### src/rtl/i2c_reg_reader_if.sv
// i2c_reg_reader_if: request/result and I2C-controller signals of the register burst reader.
//   master modport: the reader (takes requests, drives the controller, reports bytes)
//   slave modport : the requester/controller side (drives start/params, ready, data_out)
interface i2c_reg_reader_if;
    logic       start;
    logic [6:0] dev_addr;
    logic [7:0] base_reg;
    logic [4:0] count;
    logic       busy;
    logic       done;
    logic       timeout_err;
    logic       rd_valid;
    logic [7:0] rd_data;
    logic [7:0] rd_index;
    logic [6:0] i2c_addr;
    logic [7:0] i2c_data_in;
    logic       i2c_rw;
    logic       i2c_enable;
    logic [7:0] i2c_data_out;
    logic       i2c_ready;

    modport master (
        input  start, dev_addr, base_reg, count, i2c_data_out, i2c_ready,
        output busy, done, timeout_err, rd_valid, rd_data, rd_index,
               i2c_addr, i2c_data_in, i2c_rw, i2c_enable
    );

    modport slave (
        output start, dev_addr, base_reg, count, i2c_data_out, i2c_ready,
        input  busy, done, timeout_err, rd_valid, rd_data, rd_index,
               i2c_addr, i2c_data_in, i2c_rw, i2c_enable
    );
endinterface

### src/rtl/i2c_reg_reader.sv
// i2c_reg_reader: reads a burst of consecutive registers from an I2C slave via a byte-level controller.
//   clk, rst_n : clock, async active-low reset
//   bus        : i2c_reg_reader_if.master -- start/dev_addr/base_reg/count request, busy/done/
//                timeout_err status, rd_valid/rd_data/rd_index results, i2c_* controller handshake
module i2c_reg_reader #(
    parameter int MAX_COUNT = 16,
    parameter int TIMEOUT   = 65535
) (
    input  logic               clk,
    input  logic               rst_n,
    i2c_reg_reader_if.master   bus
);
    localparam int         CW   = $clog2(TIMEOUT + 1);
    localparam logic [4:0] MAXC = 5'(MAX_COUNT);

    typedef enum logic [3:0] {
        IDLE, PTR_REQ, PTR_ACC, PTR_DONE, RD_REQ, RD_ACC, RD_DONE, EMIT, FIN
    } state_t;

    state_t          state, state_n;
    logic [1:0]      sync;
    logic            rdy_s;
    logic [CW-1:0]   tcnt, tcnt_n;
    logic [6:0]      dev, dev_n;
    logic [7:0]      base, base_n;
    logic [4:0]      len, len_n;
    logic [4:0]      idx, idx_n;
    logic [7:0]      byte_q, byte_n;
    logic [4:0]      req_len;
    logic [7:0]      reg_idx;
    logic            waiting, tmo;
    logic            busy_n, done_n, te_n, rv_n, rw_n, en_n;
    logic [7:0]      rdd_n, rdi_n, din_n;
    logic [6:0]      addr_n;

    assign rdy_s   = sync[1];
    assign req_len = (bus.count > MAXC) ? MAXC : bus.count;
    assign reg_idx = base + 8'(idx);
    assign waiting = state inside {PTR_REQ, PTR_ACC, PTR_DONE, RD_REQ, RD_ACC, RD_DONE};
    assign tmo     = waiting && (tcnt == CW'(TIMEOUT - 1));

    always_ff @(posedge clk or negedge rst_n) begin
        if (!rst_n) begin
            state           <= IDLE;
            sync            <= '0;
            tcnt            <= '0;
            dev             <= '0;
            base            <= '0;
            len             <= '0;
            idx             <= '0;
            byte_q          <= '0;
            bus.busy        <= 1'b0;
            bus.done        <= 1'b0;
            bus.timeout_err <= 1'b0;
            bus.rd_valid    <= 1'b0;
            bus.rd_data     <= '0;
            bus.rd_index    <= '0;
            bus.i2c_addr    <= '0;
            bus.i2c_data_in <= '0;
            bus.i2c_rw      <= 1'b0;
            bus.i2c_enable  <= 1'b0;
        end else begin
            state           <= state_n;
            sync            <= {sync[0], bus.i2c_ready};
            tcnt            <= tcnt_n;
            dev             <= dev_n;
            base            <= base_n;
            len             <= len_n;
            idx             <= idx_n;
            byte_q          <= byte_n;
            bus.busy        <= busy_n;
            bus.done        <= done_n;
            bus.timeout_err <= te_n;
            bus.rd_valid    <= rv_n;
            bus.rd_data     <= rdd_n;
            bus.rd_index    <= rdi_n;
            bus.i2c_addr    <= addr_n;
            bus.i2c_data_in <= din_n;
            bus.i2c_rw      <= rw_n;
            bus.i2c_enable  <= en_n;
        end
    end

    always_comb begin
        state_n = state;
        dev_n   = dev;
        base_n  = base;
        len_n   = len;
        idx_n   = idx;
        byte_n  = byte_q;
        busy_n  = bus.busy;
        done_n  = 1'b0;
        te_n    = 1'b0;
        rv_n    = 1'b0;
        rdd_n   = bus.rd_data;
        rdi_n   = bus.rd_index;
        addr_n  = bus.i2c_addr;
        din_n   = bus.i2c_data_in;
        rw_n    = bus.i2c_rw;
        en_n    = bus.i2c_enable;
        if (tmo) begin
            state_n = IDLE;
            done_n  = 1'b1;
            te_n    = 1'b1;
            en_n    = 1'b0;
            busy_n  = 1'b0;
        end else begin
            case (state)
                IDLE: if (bus.start) begin
                    dev_n   = bus.dev_addr;
                    base_n  = bus.base_reg;
                    len_n   = req_len;
                    idx_n   = '0;
                    busy_n  = 1'b1;
                    state_n = (req_len == 5'd0) ? FIN : PTR_REQ;
                end
                // pointer write and data read share the request/accept steps; only rw differs
                PTR_REQ, RD_REQ: if (rdy_s) begin
                    addr_n  = dev;
                    rw_n    = (state == RD_REQ);
                    din_n   = reg_idx;
                    en_n    = 1'b1;
                    state_n = (state == RD_REQ) ? RD_ACC : PTR_ACC;
                end
                // controller signals acceptance by dropping ready
                PTR_ACC, RD_ACC: if (!rdy_s) begin
                    en_n    = 1'b0;
                    state_n = (state == RD_ACC) ? RD_DONE : PTR_DONE;
                end
                PTR_DONE: if (rdy_s) state_n = RD_REQ;
                RD_DONE: if (rdy_s) begin
                    byte_n  = bus.i2c_data_out;
                    state_n = EMIT;
                end
                EMIT: begin
                    rv_n    = 1'b1;
                    rdd_n   = byte_q;
                    rdi_n   = reg_idx;
                    idx_n   = idx + 5'd1;
                    state_n = (idx + 5'd1 == len) ? FIN : PTR_REQ;
                end
                FIN: begin
                    done_n  = 1'b1;
                    busy_n  = 1'b0;
                    state_n = IDLE;
                end
                default: state_n = IDLE;
            endcase
        end
        // restarts on every state change, idles at zero outside the wait states
        tcnt_n = (waiting && state_n == state) ? tcnt + CW'(1) : '0;
    end
endmodule

### src/flat_wrapper.sv
// flat-port wrapper written by rule: the top's interface ports become plain ports
module i2c_reg_reader_flat 
#(
    parameter int MAX_COUNT = 16,
    parameter int TIMEOUT   = 65535
)
  (clk, rst_n, bus_start, bus_dev_addr, bus_base_reg, bus_count, bus_i2c_data_out, bus_i2c_ready, bus_busy, bus_done, bus_timeout_err, bus_rd_valid, bus_rd_data, bus_rd_index, bus_i2c_addr, bus_i2c_data_in, bus_i2c_rw, bus_i2c_enable);
  i2c_reg_reader_if bus_i ();
  input  logic clk;
  input  logic rst_n;
  input wire logic [$bits(bus_i.start)-1:0] bus_start;
  input wire logic [$bits(bus_i.dev_addr)-1:0] bus_dev_addr;
  input wire logic [$bits(bus_i.base_reg)-1:0] bus_base_reg;
  input wire logic [$bits(bus_i.count)-1:0] bus_count;
  input wire logic [$bits(bus_i.i2c_data_out)-1:0] bus_i2c_data_out;
  input wire logic [$bits(bus_i.i2c_ready)-1:0] bus_i2c_ready;
  output wire logic [$bits(bus_i.busy)-1:0] bus_busy;
  output wire logic [$bits(bus_i.done)-1:0] bus_done;
  output wire logic [$bits(bus_i.timeout_err)-1:0] bus_timeout_err;
  output wire logic [$bits(bus_i.rd_valid)-1:0] bus_rd_valid;
  output wire logic [$bits(bus_i.rd_data)-1:0] bus_rd_data;
  output wire logic [$bits(bus_i.rd_index)-1:0] bus_rd_index;
  output wire logic [$bits(bus_i.i2c_addr)-1:0] bus_i2c_addr;
  output wire logic [$bits(bus_i.i2c_data_in)-1:0] bus_i2c_data_in;
  output wire logic [$bits(bus_i.i2c_rw)-1:0] bus_i2c_rw;
  output wire logic [$bits(bus_i.i2c_enable)-1:0] bus_i2c_enable;
  assign bus_i.start = bus_start;
  assign bus_i.dev_addr = bus_dev_addr;
  assign bus_i.base_reg = bus_base_reg;
  assign bus_i.count = bus_count;
  assign bus_i.i2c_data_out = bus_i2c_data_out;
  assign bus_i.i2c_ready = bus_i2c_ready;
  assign bus_busy = bus_i.busy;
  assign bus_done = bus_i.done;
  assign bus_timeout_err = bus_i.timeout_err;
  assign bus_rd_valid = bus_i.rd_valid;
  assign bus_rd_data = bus_i.rd_data;
  assign bus_rd_index = bus_i.rd_index;
  assign bus_i2c_addr = bus_i.i2c_addr;
  assign bus_i2c_data_in = bus_i.i2c_data_in;
  assign bus_i2c_rw = bus_i.i2c_rw;
  assign bus_i2c_enable = bus_i.i2c_enable;
  i2c_reg_reader #(.MAX_COUNT(MAX_COUNT), .TIMEOUT(TIMEOUT)) u_core (.clk(clk), .rst_n(rst_n), .bus(bus_i));
endmodule
### config.mk
export PLATFORM = sky130hd
export DESIGN_NAME = i2c_reg_reader_flat
export DESIGN_NICKNAME = d
export VERILOG_FILES = /design/src/rtl/i2c_reg_reader_if.sv /design/src/rtl/i2c_reg_reader.sv /design/src/flat_wrapper.sv
export SDC_FILE = /design/constraint.sdc
export NUM_CORES = 1
export LEC_CHECK = 0
export CAP_MARGIN = 20
export CORE_MARGIN = 2
export CORE_UTILIZATION = 48
export CTS_CLUSTER_DIAMETER = 120
export CTS_CLUSTER_SIZE = 20
export DETAILED_ROUTE_END_ITERATION = 10
export GPL_ROUTABILITY_DRIVEN = 1
export PLACE_DENSITY = 0.76
export SLEW_MARGIN = 10
export SYNTH_ARGS = -nofsm -noshare
export SYNTH_HDL_FRONTEND = slang
export SYNTH_SLANG_ARGS = --single-unit
### constraint.sdc
create_clock -name clk -period 2 [get_ports clk]
set_input_delay 0.4 -clock clk [delete_from_list [all_inputs] [get_ports clk]]
set_output_delay 0.4 -clock clk [all_outputs]
set_load 0.005 [all_outputs]
; Word level (Yosys, flattened, before mapping)
; Cells that the tools add are included.
[totals]
n_memories = 0
output_inout_bits = 37
mem_bits_ro = 0
latchBits = 0
mem_bits_rw = 0
register_bits = 92
[classes]
n_mul = 0
reduce_logical = 17
shifts = 0
eq_ne = 15
mux = 27
n_bitwise = 1
n_lt_le_gt_ge = 1
addsub = 3
n_div = 0
[op_table]
columns = cell, n
row1 = 2-to-1 mux 4 bit, 8
row2 = case mux 4 bit (6 select lines), 1
row3 = "adder 16 x 1 -> 16 bit, second input constant", 1
row4 = "== test 16 bit, second input constant", 1
row5 = "== test 4 x 3 -> 1 bit, second input constant", 4
row6 = 2-to-1 mux 16 bit, 1
row7 = AND reduction 3 bit, 5
row8 = 2-to-1 mux 1 bit, 10
row9 = 2-to-1 mux 5 bit, 2
row10 = case mux 5 bit (2 select lines), 1
row11 = adder 8 x 5 -> 8 bit, 1
row12 = "== test 4 x 2 -> 1 bit, second input constant", 2
row13 = 2-to-1 mux 3 bit, 2
row14 = nonzero test 3 bit, 2
row15 = nonzero test 6 bit, 1
row16 = "adder 5 x 1 -> 5 bit, second input constant", 1
row17 = == test 5 bit, 1
row18 = "> comparator 5 bit, second input constant", 1
row19 = logical NOT 5 bit, 1
row20 = "== test 4 x 1 -> 1 bit, second input constant", 1
row21 = == test 4 bit, 1
row22 = "== test 4 bit, second input constant", 1
row23 = logical NOT 4 bit, 1
row24 = case mux 1 bit (2 select lines), 2
row25 = other kinds (9), 12

; Depth between registers and ports, before layout
[depth]
word_depth = 10
mapped_depth = 10
ltp_nobuf = 9

; Worst setup path after synthesis
; Ideal clock, no wire load.
[synth_path]
path_type = register to register
startpoint = register u_core.state[0]
endpoint = register u_core.tcnt[10]
setup_slack_ns = 0.001
setup_time_ns = 0.155
period_less_slack_ns = 1.999
arrival_ns = 1.844
stages_incl_launch_ff = 9
cell_sequence = dfrtp_1 buf_2 nor3_4 and4b_1 buf_6 or2_4 o21bai_2 buf_4 a2111oi_2
[synth_between]
elab_chain_cells = 8
[synth_lines]
columns = item, line
row1 = from (decl), i2c_reg_reader.sv:20  ; state_t state, state_n;
row2 = from (signal assigned), i2c_reg_reader.sv:63  ; state <= state_n;
row3 = == test 4 x 3 -> 1 bit (on tied branches), n/a
row4 = 2-to-1 mux 3 bit (on tied branches), "i2c_reg_reader.sv:128, i2c_reg_reader.sv:123"
row5 = 2-to-1 mux 4 bit (on tied branches), "i2c_reg_reader.sv:126, i2c_reg_reader.sv:118"
row6 = case mux 4 bit (6 select lines), i2c_reg_reader.sv:108  ; case (state)
row7 = 2-to-1 mux 4 bit, i2c_reg_reader.sv:101  ; if (tmo) begin
row8 = == test 4 bit, i2c_reg_reader.sv:151  ; tcnt_n = (waiting && state_n == state) ? tcnt + CW'(1) : '0;
row9 = logical AND 1 bit *, i2c_reg_reader.sv:151
row10 = 2-to-1 mux 16 bit *, i2c_reg_reader.sv:151
row11 = named net u_core.tcnt_n[10], i2c_reg_reader.sv:23  ; logic [CW-1:0] tcnt, tcnt_n;
row12 = to (signal assigned), i2c_reg_reader.sv:65  ; tcnt <= tcnt_n;
row13 = to (decl), i2c_reg_reader.sv:23
; The timed path passes the listed nets; every way through them passes the cells marked *.
; A chain may end at the register's enable or synchronous reset.

; Worst setup path after layout
[layout_path]
startpoint = register u_core.tcnt[0]
endpoint = register u_core.byte_q[6]
[layout_between]
elab_chain_cells = 4
[layout_lines]
columns = item, line
row1 = == test 16 bit, i2c_reg_reader.sv:40  ; assign tmo = waiting && (tcnt == CW'(TIMEOUT - 1));
row2 = logical AND 1 bit, i2c_reg_reader.sv:40
row3 = inverter 1 bit (no source line), n/a
row4 = AND reduction 3 bit (no source line), n/a
row5 = to (signal assigned), i2c_reg_reader.sv:70  ; byte_q <= byte_n;
row6 = to (decl), i2c_reg_reader.sv:28  ; logic [7:0] byte_q, byte_n;
; No other way between the ends.

==> results.md <==
* CTS tree: done
* GPL Wtd Cong at 0.832
* Yosys warns at 0
* Synth top cells by count: 92 x dfrtp_1, 55 x nand2_1, 32 x mux2_2, 30 x o21ai_0, 19 x xor2_1
* Cell count after synthesis at 379
* Relative slew margins at 0.617
* Yosys top cell area share at 0.530
* Initial antenna violation count at 0
* Hold Violations, Final at 0
* Via/cell ratio at 5.40
* H-Tree Level Count at 3
* Vias in the first global route at 3319
* I/O pin total at 69
* IO Port Bufs at 68
* Sink Count at 92
* Family with the most delay on the worst path: simple AND/OR/NAND/NOR gates
* Largest reg by FF count: u_core.tcnt
* Die H at 99.1 µm
* Status: finished with violations
* Post-synth net total at 420
* Max-cap viol count at 0
* Largest cells by area after synthesis: dfrtp_1 53%, mux2_2 8.3%, nand2_1 4.8%
* CTS Buf Count at 9
* Overall routed net length at 10800 µm
* Clock-pin slew on the worst setup and hold paths at 0.10 ns
* Worst slew pin tran at 0.574 ns
* Worst hold path class: input pin to asynchronous set/reset pin
* WP data arrival at 2.45 ns
* CP max FO at 8
* Area delta synth->final at 44.2%
* Minimum clock period after layout at 2.20 ns
* Crit end category: register
* Unrepaired setup endpoints after global routing: yes
* Max reg flops at 16
* Area leader, netlist: dfrtp_1
* CORE AREA at 8760 µm²
* Fmax achieved at 454 MHz
* Row count at 34
* Synth Cell Area at 4340 µm²
* Tot GR Track Use at 0.203
* Post-DR wirelength/cell at 17.6 µm
* Remaining Overflow, GRT at 0
* Startpoint class of the critical path: register
* Maximum buffer depth of the clock tree at 2
* Avg Inst Size Synth at 11.5 µm²
* CP Cell Sequence: inv_2 > ha_4 > nand4b_1 > nor3b_2 > and4b_2 > buf_6 > nor2_4 > buf_12 > nand4b_4 > mux2_4
* Violated checks: negative setup slack
* Clock Latency Late Sink at 0.36 ns
* ANT nets after route at 0
* Fin crit share at 1.10
* Final HPWL DP at 6450 µm
* First-pass GRT wire length at 16000 µm
* Top_reg_cell synth: dfrtp_1
* DRC at 0
* Vias at 3316
* Yosys reg bits at 92
* Number of synthesized flops with an enable pin at 0
* Initial DRT Pass Iterations at 4
* Pin count of the biggest net entering global routing at 43
* Seq/Total Area, Yosys at 0.530
* Worst-case reg-to-reg path depth at 10
* Buf/Inv on CP at 3
* Clk_skew at 0.0110 ns
* Unique masters post-synth at 53
* Final Max Slew Viols at 0
* Layout filler cell count at 571
* Final total power at 8.61 mW
* Slowest-stage cell, CP: dfrtp_1
* Diodes inserted at 0
* Final setup violation count at 40
* Die X at 99.1 µm
* Power density cells at 1370 nW/µm²
* Nets@finish at 543
* WS Path Type: register to register
* Top-count cell post-synth: dfrtp_1
* CP required at 2.24 ns
* Slowest Stage Delay on Critical Path at 0.40 ns
* Dpl ws at -0.578 ns
* Initial Utilization at 0.495
* Leak at 2.70 nW
* CP Depth at 10
* Worst ir drop on vdd at 733 µV
* Worst Slack Setup Final at -0.201 ns
* Synth async-reset ratio at 1.00
* Layout cell share with drive strength beyond 1 at 0.314
* DRT iter0 DRCs at 113
* Die ar. at 9820 µm²
* Root buffer cell: clkbuf_8
==> repair_timing <==
action | CTS | global route
setup endpoints to repair | 28 | 43
hold buffers | 0 | 0
resized for setup | 27 | 54
pin swaps | 11 | 38
hold endpoints to repair | 0 | 0
setup buffers | 8 | 6
cloned | 1 | 2
==> path summary, 6_finish.rpt <==
path	start	to	slack [ns]
max	u_core.tcnt[0]$_DFF_PN0_	u_core.byte_q[6]$_DFFE_PN0P_	-0.20
min	rst_n	u_core.bus.i2c_data_in[5]$_DFFE_PN0P_	0.02
max reg2reg	u_core.tcnt[0]$_DFF_PN0_	u_core.byte_q[6]$_DFFE_PN0P_	-0.20
min reg2reg	u_core.sync[0]$_DFF_PN0_	u_core.sync[1]$_DFF_PN0_	0.36
max in group asynchronous	rst_n	u_core.bus.i2c_addr[1]$_DFFE_PN0P_	1.36
min in group clk	u_core.sync[0]$_DFF_PN0_	u_core.sync[1]$_DFF_PN0_	0.36
==> logic make-up (layout without fill, tap and decap cells) <==
group,Yosys count,count (layout),share of synthesized area
buf+inv,30,157,0.0317
simple gates,117,117,0.143
compound gates,68,68,0.122
xor+xnor,31,31,0.0625
fa+ha+maj,9,9,0.0277
flops,92,92,0.530
mux,32,32,0.0830
==> layer usage <==
layer	up-vias	share of wire	track usage
li1	1570	-	-
met4	0	0.013	0.0506
met1	1657	0.42	0.265
met2	78	0.52	0.344
met5	-	0	0
met3	11	0.044	0.0485
==> through the flow <==
stage	TNS, ns	utilization	area [µm²]	std cells	hold slack, ns
after floorplan	0	-	4340	379	0.104
after global placement	-8.21	0.623	5460	582	0.338
after detailed placement	-9.64	0.623	5460	582	0.341
after CTS	-3.45	0.667	5840	606	0.0277
after global routing	-9.86	0.715	6260	614	0.0484
final	-5.79	0.715	6260	614	0.0208
==> report_power, final <==
| part | switching, mW | total (mW) | internal, mW |
|---|---|---|---|
| Combinational | 2.06 | 4.46 | 2.40 |
| Clock | 0.708 | 1.17 | 0.461 |
| Sequential | 0.443 | 2.98 | 2.53 |
==> final cells by class <==
type / count / area, µm² / area share
clock buffers: 9 / 124 / 0.0198
clock inverters: 6 / 48.8 / 0.00779
inverters: 9 / 33.8 / 0.00539
multi-input cells: 257 / 2290 / 0.365
flip-flops and latches: 92 / 2300 / 0.368
well taps: 108 / 135 / 0.0216
repair buffers: 133 / 1330 / 0.213
==> cell usage in the layout, fill, tap and decap left out, drive strengths merged, types with 3 or more instances in the layout <==
cell type / count
xnor2: 12
nor2: 16
a2111oi: 16
xor2: 19
nand4b: 3
clkdlybuf4s50: 66
and2: 3
inv: 12
buf: 63
ha: 8
nand3b: 3
mux2: 32
o21ai: 30
nand3: 12
nand2: 55
dfrtp: 92
clkbuf: 12
and3: 5
nand2b: 6
a21oi: 7
No activity file was read; power rests on OpenSTA's default activity.
